--- src/rtl/bridge_wr_fifo_pkg.sv ---
`default_nettype none
// ============================================================================
// Module      : bridge_wr_fifo_pkg
// Description : Shared types and constants for the bridge write FIFO slave.
//               Holds the bridge address/data types, the register offset map
//               (DATA/STATUS/CTRL) and the STATUS/CTRL bit positions.
//               Optional feature macro used by this block:
//               BRIDGE_WR_FIFO_BYTESWAP_EN (byte-reverse DATA writes).
// Revision    : 1.0 - initial release
// ============================================================================
package bridge_wr_fifo_pkg;

    typedef logic [31:0] bridge_addr_t;
    typedef logic [31:0] bridge_data_t;

    // Register offsets within the 16-byte window (word index = addr[3:2])
    localparam logic [1:0] BRIDGE_WR_FIFO_OFF_DATA   = 2'd0;
    localparam logic [1:0] BRIDGE_WR_FIFO_OFF_STATUS = 2'd1;
    localparam logic [1:0] BRIDGE_WR_FIFO_OFF_CTRL   = 2'd2;
    localparam logic [1:0] BRIDGE_WR_FIFO_OFF_RSVD   = 2'd3;

    // STATUS word bit positions; level occupies [15:0]
    localparam int BRIDGE_WR_FIFO_STATUS_OVF   = 31;
    localparam int BRIDGE_WR_FIFO_STATUS_FULL  = 30;
    localparam int BRIDGE_WR_FIFO_STATUS_EMPTY = 29;

    // CTRL word bit positions
    localparam int BRIDGE_WR_FIFO_CTRL_FLUSH   = 0;
    localparam int BRIDGE_WR_FIFO_CTRL_CLR_OVF = 1;

    // Reverse byte order: APF big-endian word to core byte order
    function automatic bridge_data_t bridge_wr_fifo_byteswap(input bridge_data_t d);
        return {d[7:0], d[15:8], d[23:16], d[31:24]};
    endfunction

endpackage
`default_nettype wire

--- src/rtl/bridge_wr_fifo_if.sv ---
`default_nettype none
// ============================================================================
// Module      : bridge_if
// Description : APF bridge bus bundle. The master drives addr/wr_data/wr/rd;
//               the slave returns rd_data (registered, ORable across slaves).
//   addr     32  byte address
//   wr_data  32  write data, valid with wr
//   wr        1  one-cycle write strobe
//   rd        1  one-cycle read strobe
//   rd_data  32  read data, valid the cycle after rd
// Revision    : 1.0 - initial release
// ============================================================================
interface bridge_if;
    import bridge_wr_fifo_pkg::*;

    bridge_addr_t addr;
    bridge_data_t wr_data;
    logic         wr;
    logic         rd;
    bridge_data_t rd_data;

    modport master (
        output addr,
        output wr_data,
        output wr,
        output rd,
        input  rd_data
    );

    modport slave (
        input  addr,
        input  wr_data,
        input  wr,
        input  rd,
        output rd_data
    );

endinterface
`default_nettype wire

--- src/rtl/bridge_wr_fifo_fifo_sync.sv ---
`default_nettype none
// ============================================================================
// Module      : fifo_sync
// Description : Single-clock FIFO with push/pop/flush and occupancy level.
//   clk        in   1          clock, rising edge
//   reset_n    in   1          synchronous active-low reset
//   i_push     in   1          write request (dropped when full unless popping)
//   i_pop      in   1          read request (ignored when empty)
//   i_flush    in   1          empty the FIFO; overrides push and pop
//   i_data     in   WIDTH      write data
//   o_data     out  WIDTH      head word (valid when !o_empty)
//   o_full     out  1          level == DEPTH
//   o_empty    out  1          level == 0
//   o_level    out  LVL_W      occupancy, 0..DEPTH
// Revision    : 1.0 - initial release
// ============================================================================
module fifo_sync #(
    parameter int WIDTH = 32,
    parameter int DEPTH = 16
) (
    input  wire logic                       clk,
    input  wire logic                       reset_n,
    input  wire logic                       i_push,
    input  wire logic                       i_pop,
    input  wire logic                       i_flush,
    input  wire logic [WIDTH-1:0]           i_data,
    output logic      [WIDTH-1:0]           o_data,
    output logic                            o_full,
    output logic                            o_empty,
    output logic      [$clog2(DEPTH):0]     o_level
);

    localparam int c_PTR_W = $clog2(DEPTH);
    localparam int c_LVL_W = $clog2(DEPTH) + 1;

    logic [WIDTH-1:0]   mem_q [DEPTH];
    logic [c_PTR_W-1:0] wr_ptr_q, wr_ptr_d;
    logic [c_PTR_W-1:0] rd_ptr_q, rd_ptr_d;
    logic [c_LVL_W-1:0] level_q,  level_d;

    logic w_push_ok;
    logic w_pop_ok;

    assign o_full  = (level_q == c_LVL_W'(DEPTH));
    assign o_empty = (level_q == '0);
    assign o_level = level_q;
    assign o_data  = mem_q[rd_ptr_q];

    // A pop frees a slot in the same cycle, so a full FIFO still accepts a
    // push when it is also being popped.
    assign w_pop_ok  = i_pop && !o_empty;
    assign w_push_ok = i_push && (!o_full || w_pop_ok);

    always_comb begin
        wr_ptr_d = wr_ptr_q;
        rd_ptr_d = rd_ptr_q;
        level_d  = level_q;
        if (i_flush) begin
            wr_ptr_d = '0;
            rd_ptr_d = '0;
            level_d  = '0;
        end else begin
            if (w_push_ok) begin
                wr_ptr_d = wr_ptr_q + c_PTR_W'(1);
            end
            if (w_pop_ok) begin
                rd_ptr_d = rd_ptr_q + c_PTR_W'(1);
            end
            level_d = level_q + c_LVL_W'(w_push_ok) - c_LVL_W'(w_pop_ok);
        end
    end

    always_ff @(posedge clk) begin
        if (!reset_n) begin
            wr_ptr_q <= '0;
            rd_ptr_q <= '0;
            level_q  <= '0;
        end else begin
            wr_ptr_q <= wr_ptr_d;
            rd_ptr_q <= rd_ptr_d;
            level_q  <= level_d;
        end
    end

    // Storage needs no reset: pointers and level define which words are live.
    always_ff @(posedge clk) begin
        if (reset_n && w_push_ok && !i_flush) begin
            mem_q[wr_ptr_q] <= i_data;
        end
    end

endmodule
`default_nettype wire

--- src/rtl/bridge_wr_fifo.sv ---
`default_nettype none
// ============================================================================
// Module      : bridge_wr_fifo
// Description : Bridge slave that buffers DATA-register writes in a FIFO and
//               streams them to core logic over valid/ready. STATUS reports
//               level/full/empty/overflow; CTRL flushes and clears overflow.
//   clk        in   1          bridge clock
//   reset_n    in   1          synchronous active-low reset
//   bridge     if   bridge_if  slave side of the bridge bus
//   out_data   out  32         FIFO head word
//   out_valid  out  1          FIFO non-empty
//   out_ready  in   1          consumer accepts head when valid && ready
//   overflow   out  1          sticky: a DATA write was dropped (FIFO full)
// Register map (word offset addr[3:2]):
//   0 DATA (W)  1 STATUS (R)  2 CTRL (W: bit0 flush, bit1 clear ovf)  3 rsvd
// Build option: BRIDGE_WR_FIFO_BYTESWAP_EN byte-reverses DATA writes.
// Revision    : 1.0 - initial release
// ============================================================================
module bridge_wr_fifo
    import bridge_wr_fifo_pkg::*;
#(
    parameter bridge_addr_t ADDR_BASE = 32'h0000_0000,
    parameter bridge_addr_t ADDR_MASK = 32'hFFFF_FFF0,
    parameter int           DEPTH     = 16
) (
    input  wire logic   clk,
    input  wire logic   reset_n,
    bridge_if.slave     bridge,
    output bridge_data_t out_data,
    output logic        out_valid,
    input  wire logic   out_ready,
    output logic        overflow
);

    localparam int c_LVL_W = $clog2(DEPTH) + 1;

    logic               w_hit;
    logic [1:0]         w_off;
    logic               w_push;
    logic               w_ctrl_wr;
    logic               w_flush;
    logic               w_clr_ovf;
    logic               w_drop;
    bridge_data_t       w_push_data;
    bridge_data_t       w_status;
    bridge_data_t       w_rd_mux;

    logic               w_full;
    logic               w_empty;
    logic [c_LVL_W-1:0] w_level;

    logic               overflow_q, overflow_d;
    bridge_data_t       rd_data_q,  rd_data_d;

    // ---------------------------------------------------------------- decode
    assign w_hit     = ((bridge.addr & ADDR_MASK) == ADDR_BASE);
    assign w_off     = bridge.addr[3:2];
    assign w_push    = bridge.wr && w_hit && (w_off == BRIDGE_WR_FIFO_OFF_DATA);
    assign w_ctrl_wr = bridge.wr && w_hit && (w_off == BRIDGE_WR_FIFO_OFF_CTRL);
    assign w_flush   = w_ctrl_wr && bridge.wr_data[BRIDGE_WR_FIFO_CTRL_FLUSH];
    assign w_clr_ovf = w_ctrl_wr && bridge.wr_data[BRIDGE_WR_FIFO_CTRL_CLR_OVF];

    // A full FIFO only drops the push when the head is not leaving this cycle.
    assign w_drop    = w_push && w_full && !out_ready;

`ifdef BRIDGE_WR_FIFO_BYTESWAP_EN
    assign w_push_data = bridge_wr_fifo_byteswap(bridge.wr_data);
`else
    assign w_push_data = bridge.wr_data;
`endif

    // ------------------------------------------------------------------ FIFO
    fifo_sync #(
        .WIDTH (32),
        .DEPTH (DEPTH)
    ) u_fifo (
        .clk     (clk),
        .reset_n (reset_n),
        .i_push  (w_push),
        .i_pop   (out_ready),
        .i_flush (w_flush),
        .i_data  (w_push_data),
        .o_data  (out_data),
        .o_full  (w_full),
        .o_empty (w_empty),
        .o_level (w_level)
    );

    assign out_valid = !w_empty;
    assign overflow  = overflow_q;

    // -------------------------------------------------------- overflow flag
    // Set has priority over clear so a drop is never lost.
    always_comb begin
        overflow_d = overflow_q;
        if (w_drop) begin
            overflow_d = 1'b1;
        end else if (w_clr_ovf) begin
            overflow_d = 1'b0;
        end
    end

    // -------------------------------------------------------------- readback
    always_comb begin
        w_status                              = '0;
        w_status[BRIDGE_WR_FIFO_STATUS_OVF]   = overflow_q;
        w_status[BRIDGE_WR_FIFO_STATUS_FULL]  = w_full;
        w_status[BRIDGE_WR_FIFO_STATUS_EMPTY] = w_empty;
        w_status[15:0]                        = 16'(w_level);
    end

    // DATA and CTRL are write-only and read back as zero, as does rsvd.
    always_comb begin
        w_rd_mux = '0;
        if (w_hit && (w_off == BRIDGE_WR_FIFO_OFF_STATUS)) begin
            w_rd_mux = w_status;
        end
    end

    // Misses return zero so upstream can OR the rd_data of all slaves.
    always_comb begin
        rd_data_d = rd_data_q;
        if (bridge.rd) begin
            rd_data_d = w_rd_mux;
        end
    end

    assign bridge.rd_data = rd_data_q;

    always_ff @(posedge clk) begin
        if (!reset_n) begin
            overflow_q <= 1'b0;
            rd_data_q  <= '0;
        end else begin
            overflow_q <= overflow_d;
            rd_data_q  <= rd_data_d;
        end
    end

endmodule
`default_nettype wire
--- src/flat_wrapper.sv ---
// flat-port wrapper written by rule: the top's interface ports become plain ports
module bridge_wr_fifo_flat import bridge_wr_fifo_pkg::*;
#(
    parameter bridge_addr_t ADDR_BASE = 32'h0000_0000,
    parameter bridge_addr_t ADDR_MASK = 32'hFFFF_FFF0,
    parameter int           DEPTH     = 16
)
  (clk, reset_n, out_data, out_valid, out_ready, overflow, bridge_addr, bridge_wr_data, bridge_wr, bridge_rd, bridge_rd_data);
  bridge_if bridge_i ();
  input  wire logic clk;
  input  wire logic reset_n;
  output bridge_data_t out_data;
  output logic out_valid;
  input  wire logic out_ready;
  output logic overflow;
  input wire logic [$bits(bridge_i.addr)-1:0] bridge_addr;
  input wire logic [$bits(bridge_i.wr_data)-1:0] bridge_wr_data;
  input wire logic [$bits(bridge_i.wr)-1:0] bridge_wr;
  input wire logic [$bits(bridge_i.rd)-1:0] bridge_rd;
  output wire logic [$bits(bridge_i.rd_data)-1:0] bridge_rd_data;
  assign bridge_i.addr = bridge_addr;
  assign bridge_i.wr_data = bridge_wr_data;
  assign bridge_i.wr = bridge_wr;
  assign bridge_i.rd = bridge_rd;
  assign bridge_rd_data = bridge_i.rd_data;
  bridge_wr_fifo #(.ADDR_BASE(ADDR_BASE), .ADDR_MASK(ADDR_MASK), .DEPTH(DEPTH)) u_core (.clk(clk), .reset_n(reset_n), .bridge(bridge_i), .out_data(out_data), .out_valid(out_valid), .out_ready(out_ready), .overflow(overflow));
endmodule
--- config.mk ---
export PLATFORM = sky130hd
export DESIGN_NAME = bridge_wr_fifo_flat
export DESIGN_NICKNAME = d
export VERILOG_FILES = /design/src/rtl/bridge_wr_fifo_pkg.sv /design/src/rtl/bridge_wr_fifo_if.sv /design/src/rtl/bridge_wr_fifo_fifo_sync.sv /design/src/rtl/bridge_wr_fifo.sv /design/src/flat_wrapper.sv
export SDC_FILE = /design/constraint.sdc
export NUM_CORES = 1
export LEC_CHECK = 0
export ABC_AREA = 1
export CORE_MARGIN = 4
export CORE_UTILIZATION = 40
export CTS_CLUSTER_DIAMETER = 50
export CTS_CLUSTER_SIZE = 8
export DETAILED_ROUTE_END_ITERATION = 12
export DONT_BUFFER_PORTS = 1
export PLACE_DENSITY = 0.56
export SLEW_MARGIN = 20
export SYNTH_ARGS = -nofsm -noshare
export SYNTH_HDL_FRONTEND = slang
export SYNTH_SLANG_ARGS = --single-unit
--- constraint.sdc ---
create_clock -name clk -period 3.68 [get_ports clk]
set_input_delay 0 -clock clk [delete_from_list [all_inputs] [get_ports clk]]
set_output_delay 0 -clock clk [all_outputs]
set_load 0.05 [all_outputs]
== Word level (Yosys, flattened, before mapping) ==
Memories as Yosys holds them, arrays and structs flattened. A register that Yosys moved wholly into a read port is not among the register bits.
Index checks and enable logic that the tools add are counted.

* Flip-flop bits (word level): 46
* Memories kept: 1
* Input bits: 69
* Bits in writable memories: 512
* Output and inout bits: 66

* Reduce and logical (&&, ||, !) cells: 22
* Eq/ne operators: 3
* Bitwise logic cells: 1
* Mux-type cells: 7
* Add/subtract/negate cells: 4

{| class="wikitable"
|+ Memory list
! memory !! depth !! bits a word !! read ports !! clocked after Yosys merged registers in !! wr ports !! RTL line !! source
|-
| u_core.u_fifo.mem_q || 16 || 32 || 1 || 1 || 1 || bridge_wr_fifo_fifo_sync.sv:36 || <nowiki>logic [WIDTH-1:0] mem_q [DEPTH];</nowiki>
|}

{| class="wikitable"
|+ Operator list
! kind !! number
|-
| 32-bit logical NOT || 1
|-
| 32-bit two-way mux || 1
|-
| 1-bit logical AND || 12
|-
| 4-bit by 1-bit adder with 4-bit output, second input constant || 2
|-
| 4-bit two-way mux || 2
|-
| 5-bit by 1-bit adder with 5-bit output || 1
|-
| 5-bit equality test, second input constant || 1
|-
| 5-bit logical NOT || 1
|-
| 5-bit by 1-bit subtractor with 5-bit output || 1
|-
| 1-bit logical NOT || 4
|-
| 1-bit two-way mux || 4
|-
| 2-bit by 1-bit equality test with 1-bit output, second input constant || 1
|-
| 2-bit equality test, second input constant || 1
|-
| 2-bit logical NOT || 1
|-
| 2-bit nonzero test || 1
|-
| 2-bit OR reduction || 1
|-
| 1-bit logical OR || 1
|-
| 1-bit NOT || 1
|}

== Longest topological paths before layout ==
Gate-level depths: netlist (run 1).

* Word-level depth: 9
* Depth in mapped cells: 17
* Depth with buffers taken out: 17

== Hierarchy ==
A second synthesis (run 1) with hierarchy kept.

* Cells, all modules: 2301
* Area, all modules: 23645.2 um2

{| class="wikitable"
|+ Modules (own cells, without submodules)
! module !! times used !! area an instance (um2) !! cells an instance !! seq. area each (um2)
|-
| fifo_sync || 1 || 22940.8 || 2198 || 15715.1
|-
| bridge_wr_fifo || 1 || 704.4 || 103 || 180.2
|}

== Worst setup path before layout (run 1) ==
Ideal clock, no wire load.

* Path kind: flip-flop to flip-flop
* Start point: register u_core.u_fifo.level_q[2], in the netlist u_core.u_fifo.o_level[2]
* End point: memory u_core.u_fifo.mem_q[12][0] (enable)
* Setup time: 0.421 ns
* Stages on the path, launching flop included: 9
* Arrival time: 2.553 ns
* Period minus slack after synthesis: 2.974 ns
* Setup slack: 0.706 ns
* Cells stage by stage: dfxtp_1 inv_1 ha_1 nor3b_1 nand2_1 inv_2 nor2_4 nand2_1 nor2_1

* Longest elaborated chain between the ends: 9
* Elaborated cells between the ends (all ways): 11

{| class="wikitable"
|+ RTL lines
! item !! RTL line !! source
|-
| start, declared || bridge_wr_fifo_fifo_sync.sv:39 || <nowiki>logic [c_LVL_W-1:0] level_q, level_d;</nowiki>
|-
| start signal, assigned || bridge_wr_fifo_fifo_sync.sv:81 || <nowiki>level_q <= level_d;</nowiki>
|-
| 5-bit logical NOT || bridge_wr_fifo_fifo_sync.sv:45 || <nowiki>assign o_empty = (level_q == '0);</nowiki>
|-
| 1-bit logical NOT || bridge_wr_fifo_fifo_sync.sv:51 || <nowiki>assign w_pop_ok = i_pop && !o_empty;</nowiki>
|-
| 1-bit logical AND || bridge_wr_fifo_fifo_sync.sv:51 ||
|-
| 1-bit logical OR (*) || bridge_wr_fifo_fifo_sync.sv:52 || <nowiki>assign w_push_ok = i_push && (!o_full || w_pop_ok);</nowiki>
|-
| 1-bit logical AND (*) || bridge_wr_fifo_fifo_sync.sv:52 ||
|-
| 1-bit logical AND (*) (2 in series) || bridge_wr_fifo_fifo_sync.sv:87 || <nowiki>if (reset_n && w_push_ok && !i_flush) begin</nowiki>
|-
| 1-bit two-way mux (*) || bridge_wr_fifo_fifo_sync.sv:87 ||
|-
| 1-bit two-way mux (implied by the code) (*) || bridge_wr_fifo_fifo_sync.sv:88 || <nowiki>mem_q[wr_ptr_q] <= i_data;</nowiki>
|-
| end, declared || bridge_wr_fifo_fifo_sync.sv:36 ||
|}

Mark *: on every way between the ends. The rest lies on a longest branch, timed or not.

==> qor.csv, run 1 <==
stage,metric,value,unit
logic_synthesis,ys_seq_elements,538,
logic_synthesis,synthArstFlopShare,0,
drt,drc,0,
pwr,combPwrFrac,0.176,
drt,met1Wirelength,22.8,mm
die,initial_core_util,0.405,
drt,via_per_inst,5.21,
die,die-area,59700,um^2
placement,dp.cells,2313,
pwr,leakage,8.59,nW
die,die-height,244,um
worst_setup_path,worst_setup_path_start_kind,flop,
die,die_w,244,um
run,drv_cap,0,
cells_and_area,final_util,0.466,
logic_synthesis,synth_ff_type,edfxtp_1,
clock_network,cts_resized,0,
run_status,outcome,"finished, final reports clean",
cells_and_area,nets,1773,
logic_synthesis,synthCells,1617,
placement,place_ws,810,ps
logic_synthesis,synth-seq-area-share,0.712,
worst_setup_path,crit_fanout,56,
clock_network,clock_path_buffers,3,
sta,grt_setup_unrepaired,no,
drt,drt-total-wl,51.9,mm
cells_and_area,final_cell_mix,"edfxtp_1, a21oi_1, inv_1",
sta,fin_ws,731,ps
die,ios,135,
pwr,power.switching,4.52,mW
worst_setup_path,critPathCaptureType,primary output,
grt,grt-ovfl-total,0,
sta,finalMaxSlewViolations,0,
clock_network,cts_root_buf,clkbuf_16,
die,core_area,55200,um^2
grt,antenna_found_initial,3,
grt,grt_start_max_net_pins,73,
pwr,switching_share,0.279,
pwr,max-vdd-ir-drop,327,uV
logic_synthesis,synthDistinctLibCells,37,
logic_synthesis,synth_edf_count,512,
logic_synthesis,yosys_warnings,0,
sta,hold_violations,0,
pwr,clkPwrFrac,0.400,
cells_and_area,instances_no_fill,2460,
worst_setup_path,arrival,2950,ps
sta,slew_headroom,0.307,
drt,drtIter0Drc,872,
placement,place_congestion,0.754,
sta,timing.final.crit_share,0.801,
drt,antenna_left,0,
drt,firstDrtPassIters,5,
worst_setup_path,critPathRequiredTime,3680,ps
die,rows,86,
drt,detail_route.wl_per_cell,21.1,um
grt,track_usage,0.173,
placement,dp_hpwl,27.4,mm
drt,vias,12800,
clock_network,cts_buffers,80,
drt,highest_layer,met5,
grt,grt_pass1_vias,12700,
cells_and_area,num-fill-cells,4846,
cells_and_area,layout_commonest_cell,edfxtp_1,
min_path,worstHoldPathType,in2reg,
drt,dr_wl_met2,25.6,mm
cells_and_area,layout-drive-gt1-share,0.117,
pwr,p_per_area,632,nW/um^2
pwr,power_frac_seq,0.424,
clock_network,cts.sinks,538,
clock_network,cts-htree-levels,3,
pwr,p_total,16.2,mW
clock_network,clkTransAtPathRegs,50,ps
sta,fmax,339,MHz
sta,tightestPinTransition,1040,ps
sta,finalClockSkew,17.0,ps
drt,dr_wl_met3,2.75,mm
cells_and_area,syn_to_final_growth,15.1,%
logic_synthesis,syn-cell-area,22300,um^2
placement,portBuffers,0,
sta,min_period,2950,ps
grt,grt_pass1_wl,78.7,mm
clock_network,cts_tree,done,
sta,setup_viol,0,
pwr,power.internal,11.7,mW
sta,fin_tns_setup,0,ps
clock_network,insertion_delay,590,ps
worst_setup_path,crit_type,reg2out,
logic_synthesis,syn_avg_cell_area,13.8,um^2
-- state kept, by name, indices dropped and copies added, names as in the netlist, named ones only --
name	flops
u_core.bridge.rd_data	8
u_core.overflow	1
u_core.u_fifo.mem_q	512
u_core.u_fifo.o_level	5
u_core.u_fifo.rd_ptr_q	4
u_core.u_fifo.wr_ptr_q	4
-- synthesized netlist by cell type, drive strengths merged (2+ instances only) --
master | count | area share
xor2 | 4 | 0.0016
inv | 141 | 0.024
buf | 83 | 0.032
nand4 | 2 | 0.00056
o21ai | 152 | 0.034
a21oi | 148 | 0.033
nand2 | 91 | 0.015
clkinv | 29 | 0.0065
nor2 | 60 | 0.011
nand3 | 58 | 0.013
clkbuf | 33 | 0.0055
edfxtp | 512 | 0.69
dfxtp | 26 | 0.023
or2 | 3 | 0.00084
xnor2 | 2 | 0.00078
o211ai | 128 | 0.045
ha | 10 | 0.0056
mux2i | 128 | 0.057
and2 | 2 | 0.00056
-- metrics by stage --
step	cell area, um^2	hold slack [ps]
floorplan	22400	98.9
global placement	23000	99.8
detailed placement	23000	99.9
CTS	25700	0.445
global route	25700	80.3
finish	25700	31.1
-- what timing repair did --
| action | 4_1_cts | 5_1_grt |
|---|---|---|
| hold endpoints to repair | 538 | 0 |
| setup buffers | 0 | 0 |
| hold buffers | 46 | 0 |
| endpoints found under the setup margin | 0 | 0 |
-- worst paths after layout --
kind,from,to,slack (ps),cells past startpoint
min,bridge_addr[12],u_core.u_fifo.wr_ptr_q[0],30,8
max,flop,out_data[25],730,6
max reg2reg,u_core.u_fifo.o_level[2],u_core.u_fifo.mem_q[13][30],830,9
min reg2reg,u_core.u_fifo.o_level[4],u_core.bridge.rd_data[4],490,2
-- metal layers --
layer / GRT usage / up-vias
met5: 0 / -
met4: 0.0434 / 2
met3: 0.0387 / 65
met2: 0.292 / 278
met1: 0.227 / 6432
li1: - / 6031
-- worst max-delay path, stage by stage (launching register included) --
cell and delay (ps):
dfxtp_4 690, buf_4 700, a21oi_1 70, o21ai_1 110, o21ai_1 70, o211ai_1 250
nand2_1 400
-- area by class of cell --
type / instances / area, um^2 / share of cell area
Multi-Input combinational cell: 816 / 5130 / 0.200
Timing Repair Buffer: 87 / 843 / 0.0328
Inverter: 170 / 677 / 0.0263
Antenna cell: 3 / 7.51 / 0.000292
Clock inverter: 7 / 87.6 / 0.00341
Clock buffer: 91 / 2120 / 0.0823
Sequential cell: 538 / 15900 / 0.619
Tap cell: 748 / 936 / 0.0364
-- cells by family (layout without fill, tap and decap cells) --
family,after synthesis,after routing,share of synthesized area
fa+ha+maj,11,11,0.00650
buf+inv,286,355,0.0679
mux,128,128,0.0574
xor+xnor,6,6,0.00235
compound gates,429,429,0.112
flops,538,538,0.712
other cells,1,27,0.000168
simple gates,218,218,0.0420
-- power by group through the flow --
stage	Clock [mW]	Sequential (mW)	Combinational, mW
3_3_place_gp	0	6.99	2.75
2_1_floorplan	0	6.89	2.56
6_report	6.50	6.88	2.86
4_1_cts	6.64	6.88	2.89
5_1_grt	6.94	6.88	3.14
3_5_place_dp	0	7.00	2.77
(Power assumes the default switching activity.)
==> run 2: changes to the inputs <==
clock period = 3.07 ns   (was 3.68 ns; I/O delays follow)
==> qor.csv, run 2 (synthesis gave the netlist of run 1 again) <==
stage,metric,value,unit,change
run_status,outcome,"finished, final reports clean",,
grt,antenna_found_initial,3,,unchanged
clock_network,cts-htree-levels,3,,unchanged
pwr,clkPwrFrac,0.403,,+0.003
drt,detail_route.wl_per_cell,20.9,um,-1.1%
clock_network,cts.sinks,538,,unchanged
die,die-area,59700,um^2,unchanged
pwr,power_frac_seq,0.420,,-0.004
grt,grt_start_max_net_pins,89,,+22%
drt,drtIter0Drc,948,,+8.7%
drt,vias,12800,,-0.37%
clock_network,insertion_delay,620,ps,+30 ps
worst_setup_path,critPathSlowestCell,dfxtp_4,,
worst_setup_path,path_buf_inv,1,,unchanged
worst_setup_path,max_stage_delay,650,ps,-50 ps
die,rows,86,,unchanged
pwr,p_per_area,755,nW/um^2,+20%
cells_and_area,layout_commonest_cell,edfxtp_1,,
sta,finalClockSkew,28.6,ps,+11.6 ps
grt,track_usage,0.171,,-0.00126
placement,place_congestion,0.755,,about the same
sta,fmax,366,MHz,
pwr,max-vdd-ir-drop,372,uV,+14%
drt,drt-total-wl,51.6,mm,-0.52%
cells_and_area,layout-drive-gt1-share,0.119,,+0.00246
sta,grt_setup_unrepaired,no,,
sta,timing.final.crit_share,0.890,,
die,core_area,55200,um^2,unchanged
worst_setup_path,crit_family,flip-flops,,
sta,hold_violations,0,,unchanged
pwr,p_total,19.6,mW,+21%
clock_network,cts_root_buf,clkbuf_16,,
pwr,leakage,8.68,nW,+1.0%
pwr,switching_share,0.282,,+0.00383
grt,grt_pass1_wl,77.8,mm,-1.1%
drt,drc,0,,unchanged
drt,firstDrtPassIters,6,,+1
worst_setup_path,critPathRequiredTime,3070,ps,-610 ps
clock_network,clock_path_buffers,3,,unchanged
drt,antenna_left,0,,unchanged
clock_network,cts_buffers,79,,-1.3%
die,die_w,244,um,unchanged
sta,min_period,2730,ps,
grt,grt-ovfl-total,0,,unchanged
cells_and_area,nets,1783,,+0.56%
grt,grt_pass1_vias,12600,,-0.82%
cells_and_area,top_register,u_core.u_fifo.mem_q,,
min_path,worstHoldPathType,in2reg,,
worst_setup_path,crit_path_cell_trace,buf_12 > a21oi_1 > o21ai_1 > o21ai_1 > o211ai_1 > nand2_1,,
sta,tightestPinTransition,1000,ps,-37.8 ps
cells_and_area,largest_reg_flops,512,,unchanged
pwr,power.internal,14.1,mW,+20%
pwr,combPwrFrac,0.177,,about the same
worst_setup_path,crit_top_cell,o21ai_1,,
worst_setup_path,crit_fanout,77,,+38%
clock_network,cts_tree,done,,
cells_and_area,final_cell_mix,"edfxtp_1, a21oi_1, inv_1",,
run,drv_cap,0,,unchanged
worst_setup_path,crit_type,reg2out,,
cells_and_area,syn_to_final_growth,16.2,%,
drt,via_per_inst,5.16,,-0.93%
worst_setup_path,arrival,2730,ps,-220 ps
pwr,power.switching,5.54,mW,+22%
die,initial_core_util,0.405,,unchanged
placement,portBuffers,0,,unchanged
die,die-height,244,um,unchanged
worst_setup_path,worst_setup_path_start_kind,flop,,
placement,dp_hpwl,27.8,mm,+1.5%
clock_network,cts_resized,0,,unchanged
sta,setup_viol,0,,unchanged
die,ios,135,,unchanged
worst_setup_path,critPathCaptureType,primary output,,
sta,fin_tns_setup,0,ps,unchanged
sta,finalMaxSlewViolations,0,,unchanged
sta,slew_headroom,0.332,,+0.0252
clock_network,clkTransAtPathRegs,50,ps,about the same
## run 2: changes by cell type in the layout (fill, tap and decap cells not counted), sizes merged
| cell | delta |
|---|---|
| clkinv | +3 |
| dlygate4sd3 | +4 |
| clkinvlp | -2 |
| clkbuf | -1 |
| diode | -1 |
| bufinv | +2 |
| buf | +7 |
| inv | +2 |
## run 2: worst register-to-register path, stage by stage (launching register included)
cell and delay (ps):
dfxtp_1 320, inv_1 80, ha_1 140, nor3b_1 310, nand2_1 230, inv_2 130, nor2_4 60, nand2_1 60
nand2_1 50, ha_1 210, fa_1 440, a21oi_1 150, nor2_1 50, nor2_1 110, xor2_1 150, inv_1 50
nor2_1 80
## run 2: power groups by stage
stage	Clock, mW	Combinational [mW]	Sequential (mW)
after detailed placement	0	3.37	8.36
after CTS	8.10	3.53	8.23
after global routing	8.46	3.82	8.22
final	7.90	3.47	8.23
after floorplan	0	3.07	8.26
after global placement	0	3.36	8.36
## run 2: final timing paths
path                                 start                       end  slack, ps  cells past startpoint
hold / removal              bridge_addr[8]                      flop         60                      8
setup / recovery                      flop              out_data[14]        340                      6
hold reg to reg   u_core.u_fifo.o_level[0]  u_core.bridge.rd_data[0]        500                      2
setup reg to reg  u_core.u_fifo.o_level[3]  u_core.u_fifo.o_level[4]        370                     16
## run 2: repair_timing
action,4_1_cts,5_1_grt
hold endpoints to repair,538,0
hold buffers,50,0
buffers inserted,0,0
## run 2: layout make-up
cell class	count	area, um^2
Fill cell	4793	29300
Sequential cell	538	15900
Multi-Input combinational cell	816	5130
Clock buffer	90	2020
Timing Repair Buffer	98	1040
Tap cell	748	936
Inverter	170	677
Clock inverter	12	236
Antenna cell	2	5.00
## run 2: per-layer routing
layer / vias up / global-route usage / share of wire
li1: 6053 / - / -
met1: 6311 / 0.221 / 0.43
met2: 307 / 0.293 / 0.50
met3: 88 / 0.0320 / 0.048
met4: 2 / 0.0586 / 0.023
met5: - / 0 / 0.00025
## run 2: stage by stage
| stage | std cells | utilization | hold WS [ps] | setup WS [ps] | cell area (um^2) |
|---|---|---|---|---|---|
| after floorplan | 1640 | - | 98.9 | 95.5 | 22400 |
| after global placement | 2320 | 0.420 | 99.7 | 350 | 23200 |
| after detailed placement | 2320 | 0.420 | 99.7 | 355 | 23200 |
| after CTS | 2472 | 0.470 | 40.0 | 307 | 25900 |
| after global routing | 2473 | 0.470 | 117 | 67.3 | 25900 |
| final | 2474 | 0.470 | 64.0 | 338 | 25900 |
